<file path="src/rtl/pipe_stage_reg.sv">
// Elastic pipeline-stage register with valid/ready handshake, an optional 2-entry skid buffer,
// multi-source freeze, synchronous flush to a bubble value and saturating stall/flush statistics.
module pipe_stage_reg #(
  parameter int                DATA_W            = 64,
  parameter int                NUM_FRZ           = 2,
  parameter logic [DATA_W-1:0] BUBBLE            = '0,
  parameter bit                SKID_EN           = 1'b1,
  parameter bit                FLUSH_OVER_FREEZE = 1'b0,
  parameter int                CNT_W             = 16
) (
  input  logic               clk,
  input  logic               reset,
  input  logic [NUM_FRZ-1:0] freeze,
  input  logic               flush,
  input  logic               in_valid,
  output logic               in_ready,
  input  logic [DATA_W-1:0]  in_data,
  output logic               out_valid,
  input  logic               out_ready,
  output logic [DATA_W-1:0]  out_data,
  output logic [1:0]         occupancy,
  output logic [CNT_W-1:0]   stall_cnt,
  output logic [CNT_W-1:0]   flush_cnt
);

  typedef enum logic [1:0] {
    EMPTY = 2'd0,
    ONE   = 2'd1,
    TWO   = 2'd2
  } state_t;

  state_t            state_p1;
  logic [DATA_W-1:0] main_p1;
  logic [DATA_W-1:0] skid_p1;

  logic frz;
  logic in_fire;
  logic out_fire;
  logic flush_eff;

  function automatic logic [CNT_W-1:0] sat_inc(input logic [CNT_W-1:0] cnt);
    return (&cnt) ? cnt : cnt + CNT_W'(1);
  endfunction

  assign frz       = |freeze;
  assign flush_eff = flush && (!frz || FLUSH_OVER_FREEZE);

  // With the skid buffer, ready depends only on held state, so out_ready never reaches in_ready.
  assign in_ready  = !reset && !frz &&
                     (SKID_EN ? (state_p1 != TWO) : ((state_p1 == EMPTY) || out_ready));
  assign out_valid = (state_p1 != EMPTY) && !frz;
  assign out_data  = main_p1;
  assign occupancy = state_p1;

  assign in_fire   = in_valid && in_ready;
  assign out_fire  = out_valid && out_ready;

  // Stage boundary: main/skid entries, occupancy state and statistics.
  always_ff @(posedge clk or posedge reset) begin
    if (reset) begin
      state_p1  <= EMPTY;
      main_p1   <= BUBBLE;
      skid_p1   <= BUBBLE;
      stall_cnt <= '0;
      flush_cnt <= '0;
    end else begin
      if (frz) stall_cnt <= sat_inc(stall_cnt);
      if (flush_eff) begin
        flush_cnt <= sat_inc(flush_cnt);
        state_p1  <= EMPTY;
        main_p1   <= BUBBLE;
        skid_p1   <= BUBBLE;
      end else begin
        case (state_p1)
          EMPTY: begin
            if (in_fire) begin
              state_p1 <= ONE;
              main_p1  <= in_data;
            end
          end
          ONE: begin
            if (in_fire && out_fire) begin
              main_p1 <= in_data;
            end else if (in_fire && SKID_EN) begin
              state_p1 <= TWO;
              skid_p1  <= in_data;
            end else if (out_fire) begin
              state_p1 <= EMPTY;
              main_p1  <= BUBBLE;
            end
          end
          TWO: begin
            if (out_fire) begin
              state_p1 <= ONE;
              main_p1  <= skid_p1;
              skid_p1  <= BUBBLE;
            end
          end
          default: state_p1 <= EMPTY;
        endcase
      end
    end
  end

endmodule

</file>
<file path="config.mk">
export PLATFORM = sky130hd
export DESIGN_NAME = pipe_stage_reg
export DESIGN_NICKNAME = d
export VERILOG_FILES = /design/src/rtl/pipe_stage_reg.sv
export SDC_FILE = /design/constraint.sdc
export NUM_CORES = 1
export LEC_CHECK = 0
export ABC_AREA = 0
export BUFFER_PORTS_ARGS = -buffer_cell sky130_fd_sc_hd__buf_2
export CORE_MARGIN = 2
export CORE_UTILIZATION = 54
export DETAILED_ROUTE_END_ITERATION = 8
export PLACE_DENSITY = 0.86
export SETUP_SLACK_MARGIN = 0.02
export SYNTH_ARGS = -nofsm -noshare
export SYNTH_HDL_FRONTEND = slang
export SYNTH_SLANG_ARGS = --single-unit
</file>
<file path="constraint.sdc">
create_clock -name clk -period 6.8 [get_ports clk]
set_clock_uncertainty 0.05 [all_clocks]
set_input_delay 1.02 -clock clk [delete_from_list [all_inputs] [get_ports clk]]
set_output_delay 1.02 -clock clk [all_outputs]
set_load 0.01 [all_outputs]
</file>
### After elaboration in Yosys (flattened, before gate mapping)

Index checks and enable logic that the tools add are counted.
Widths: inputs -> output; s select.

| operators by class | value |
|---|---|
| $add $sub $neg | 2 |
| equal/unequal tests | 10 |
| muxes and demuxes | 17 |
| bitwise logic cells | 2 |
| reductions and logical operators | 21 |

Operators by type and width:

| cell | number |
|---|---|
| $mux 64 | 8 |
| $pmux 64 s3 | 1 |
| $pmux 64 s2 | 1 |
| $add 16x1->16 const B | 2 |
| $reduce_and 16->1 | 2 |
| $mux 2 | 6 |
| $ne 3x3->1 const B | 4 |
| $ne 4x4->1 const B | 3 |
| $reduce_and 4->1 | 2 |
| $logic_and 1x1->1 | 7 |
| $pmux 2 s3 | 1 |
| $reduce_and 5->1 | 1 |
| $reduce_and 2->1 | 2 |
| $reduce_bool 4->1 | 1 |
| $reduce_bool 3->1 | 1 |
| $eq 2x1->1 const B | 1 |
| $eq 2x2->1 const B | 1 |
| $logic_not 1->1 | 2 |
| $logic_not 2->1 | 1 |
| $ne 2x2->1 const B | 1 |
| $not 1->1 | 2 |
| $reduce_bool 2->1 | 1 |
| $reduce_or 2->1 | 1 |

| word-level totals | value |
|---|---|
| register bits | 162 |
| bits of input ports | 71 |

### Logic depth before layout (Yosys ltp)

| logic depth | value |
|---|---|
| depth in word-level cells | 9 |
| gate-level depth with buffers | 8 |
| gate-level depth less buffers | 6 |

### Least setup slack after synthesis

OpenSTA, ideal clock, no wires.

| path | value |
|---|---|
| path kind | input -> output |
| from | input port freeze[1] |
| to | output port in_ready |
| arrival time | 1.632 ns |
| data required time | 5.730 ns |
| path slack | 4.098 ns |
| cell stages on the path | 3 |
| path buffers | 1 |
| cell sequence | or2_1 > buf_6 > nor3_1 |

| between the ends | value |
|---|---|
| word-level cells in the longest chain between the ends | 4 |

Ends and longest elaborated chain:

| element | RTL line | text |
|---|---|---|
| start: declaration | 13 | `input logic [NUM_FRZ-1:0] freeze,` |
| $reduce_or 2->1 | 45 | `assign frz = \|freeze;` |
| $logic_not 1->1 | 49 | `assign in_ready = !reset && !frz &&` |
| $logic_and 1x1->1 (2 in a row) | 49 |  |
| end: declaration | 16 | `output logic in_ready,` |

No other way between the ends.

### Worst setup path in the final report

| path | value |
|---|---|
| from | register state_p1[1] (netlist: occupancy[1]) |
| to | register main_p1[50] (netlist: out_data[50]) |

| between the ends | value |
|---|---|
| word-level cells in the longest chain between the ends | 7 |
| elaborated cells between the ends (all ways) | 19 |
| those cells by class | eq/ne: 7; mux: 3; reduce/logical: 9 |

Ends and longest elaborated chain:

| element | RTL line | text |
|---|---|---|
| start: declaration | 32 | `state_t state_p1;` |
| start signal: assignment | 61 | `state_p1 <= EMPTY;` |
| start signal: assignment | 70 | `state_p1 <= EMPTY;` |
| start signal: assignment | 77 | `state_p1 <= ONE;` |
| $ne 2x2->1 / $reduce_bool 2->1 (equally long branches) | 50, 51 |  |
| $logic_and 1x1->1, on equally long branches | 49, 51 |  |
| $logic_and 1x1->1, on equally long branches | 55, 56 |  |
| $logic_and 1x1->1 | 82 | `if (in_fire && out_fire) begin` |
| $mux 64 | 82 |  |
| $pmux 64 s3 | 74 | `case (state_p1)` |
| $mux 64 | 68 | `if (flush_eff) begin` |
| end signal: assignment | 78 | `main_p1 <= in_data;` |
| end signal: assignment | 83 | `main_p1 <= in_data;` |
| end signal: assignment | 95 | `main_p1 <= skid_p1;` |
| end: declaration | 33 | `logic [DATA_W-1:0] main_p1;` |

Parallel ways exist; a longest one is shown, timed or not.
A chain may end at the register's enable or synchronous reset.

==> flow_summary.toml <==
[final_layout]
stdcell_count = 956
layout_common_cells = "buf_2 (170), dfrtp_1 (162), nor2b_1 (65), o2bb2ai_1 (65)"
area_delta_synth_final_pct = 20.4
fill_cells = 1002
final_nets = 844
drive_above_1_share = 0.287
final_common_cell = "buf_2"
num_antenna_cells = 0

[clocking]
cts_buffers = 17
clkTransAtPathRegs_ps = 60
clkSinkCount = 162
ctsHoldBuffers = 0
root_buffer = "clkbuf_16"
cts_max_path_buffers = 2
cts_tree = "built"
htree_num_levels = 4
insertion_delay_ps = 420
post_cts_buffers = 0
ctsResizeCount = 0

[logic_synthesis]
synthArstFlopShare = 1.00
ys_seq_elements = 162
synth_top_area_cell = "dfrtp_1"
synth.distinct_cells = 52
syn-num-nets = 695
syn_avg_cell_area_um2 = 12.0
synth_top_area_frac = 0.545
synth_warnings = 0
synth_area_leaders = "dfrtp_1 (54%), o2bb2ai_1 (7.7%), a221oi_1 (7.5%)"
ys.flop_type = "dfrtp_1"
syn_inst = 618
synth_edf_count = 0
synth_area_um2 = 7440
yosysSeqAreaShare = 0.545

[sta]
period_share = 0.506
hold_viol = 0
setup_viol = 0
rsz0062_at_grt = "no"
fin_crit_ps = 3440
tightest_slew_ps = 1290
fin_setup_tns_ps = 0
hold_ws_ps = 434
clock.fmax_mhz = 291
slew_headroom = 0.139
slew_viol_final = 0

[pwr]
combPwrFrac = 0.327
intPower_mw = 2.21
cellLeakagePower_nw = 4.22
p_sw_frac = 0.351
power_frac_seq = 0.387
netSwitchingPower_mw = 1.19
power.share.clock = 0.286
power_density_nw_per_um2 = 380
vdd_drop_max_mv = 0.229

[detailed_routing]
drc = 0
initialDrtViolationCount = 591
dr_wl_met2_um = 9240
drtAntennaViolNets = 0
wl_per_cell_um = 20.0
drt_wl_total_um = 19100
wl_met1_um = 8360
num_vias = 6069
vias_per_cell = 6.35
highest_layer = "met4"
dr.pass1.iters = 5
wl_met3_um = 1240

[critical_path]
r2r-end = "out_data[50]"
r2r_start = "occupancy[1]"
start_kind = "flip-flop"
crit_required_ps = 7080
path_class = "flip-flop to flip-flop"
cp_max_fo = 65
arrival_ps = 3710
reg2reg_depth = 6
endpoint_kind = "flip-flop"
rrSetupSlack_ps = 3360

[hold_path]
hp-class = "flip-flop to flip-flop"
hold_depth = 1
min_to = "out_data[63]"
hold_start = "out_data[63]"

[placement]
dpl.hpwl_um = 11800
place_congestion = 0.865
placed_cells = 924
place.port_buffers = 170

[global_route]
grt_max_degree = 108
grt_pass1_wl_um = 30900
first_global_vias = 5927
grt_overflow_total = 0
grt_use_total = 0.264
antenna_found_initial = 0

[die]
initial_core_util = 0.557
pin_count = 171
die-area_um2 = 14700
die_w_um = 121
die_h_um = 121
rows = 42
core_area_um2 = 13300

[flow_run]
drv_cap = 0

[status]
outcome = "finished clean"
## through the flow
step | util | worst slack (ps) | cell area, um2 | total power, mW
floorplan | - | 1350 | 7440 | 2.02
CTS | 0.671 | 3410 | 8950 | 3.41
global route | 0.671 | 3180 | 8950 | 3.58
global placement | 0.626 | 3580 | 8360 | 2.37
finish | 0.671 | 3360 | 8950 | 3.40
detailed placement | 0.626 | 3450 | 8360 | 2.43
## flip-flops by register name, summed over array words and instances (netlist names)
| name | count |
|---|---|
| flush_cnt | 16 |
| occupancy | 2 |
| skid_p1 | 64 |
| out_data | 64 |
| stall_cnt | 16 |
## worst max-delay path by stage
stage	from	end	cells after the start
floorplan	reset	flush_cnt[0]	1
global placement	occupancy[1]	out_data[33]	6
detailed placement	occupancy[1]	out_data[49]	6
CTS	occupancy[1]	out_data[37]	6
global route	occupancy[1]	out_data[50]	6
finish	occupancy[1]	out_data[50]	6
## metal layers
metal | global-route usage | vias to the layer above
met5 | 0 | -
met4 | 0.0869 | 0
met3 | 0.0404 | 26
met2 | 0.415 | 268
met1 | 0.376 | 3064
li1 | - | 2711
## Yosys cell counts (3+ instances only)
| cell | instances |
|---|---|
| nand4_1 | 12 |
| o2bb2ai_1 | 65 |
| clkbuf_1 | 26 |
| xor2_1 | 13 |
| nor2b_1 | 65 |
| ha_1 | 6 |
| nor3_1 | 10 |
| nand2_1 | 13 |
| nand3_1 | 8 |
| nor4_1 | 4 |
| a22o_1 | 64 |
| xnor2_1 | 10 |
| buf_2 | 14 |
| a221oi_1 | 64 |
| dfrtp_1 | 162 |
| nor2_1 | 15 |
| inv_1 | 6 |
| a21oi_1 | 7 |
| a31oi_1 | 4 |
| buf_6 | 7 |
| and3_1 | 3 |
## power by group through the flow
stage                     clock network, mW  registers (mW)  logic, mW
final                                 0.974            1.32       1.11
after global routing                   1.03            1.34       1.21
after CTS                             0.988            1.31       1.11
after detailed placement                  0            1.32       1.10
after global placement                    0            1.32       1.06
after floorplan                           0            1.38      0.647
## area by class of cell
class,count,area [um2],share of cell area
multi-input cells,403,3150,0.352
flip-flops and latches,162,4050,0.453
repair buffers,177,903,0.101
well taps,176,220,0.0246
clock inverters,8,128,0.0143
clock buffers,24,472,0.0527
inverters,6,27.5,0.00307
## worst max-delay path, cell delays in order, from the launching register on
cell,delay [ps]
dfrtp_1,420
inv_1,110
ha_2,1200
and2_2,590
buf_4,520
a221oi_1,190
o2bb2ai_1,240
## cells by family after synthesis
kind of cell	count (synthesis)	share of synthesized area
flip-flops	162	0.545
AND/OR/NAND/NOR	155	0.127
multiplexers	6	0.00875
adder cells (fa/ha/maj)	6	0.0101
AO/OA/AOI/OAI	213	0.246
buffers and inverters	53	0.0362
XOR/XNOR	23	0.0271
Note: power is estimated with default switching activity, not from simulation.
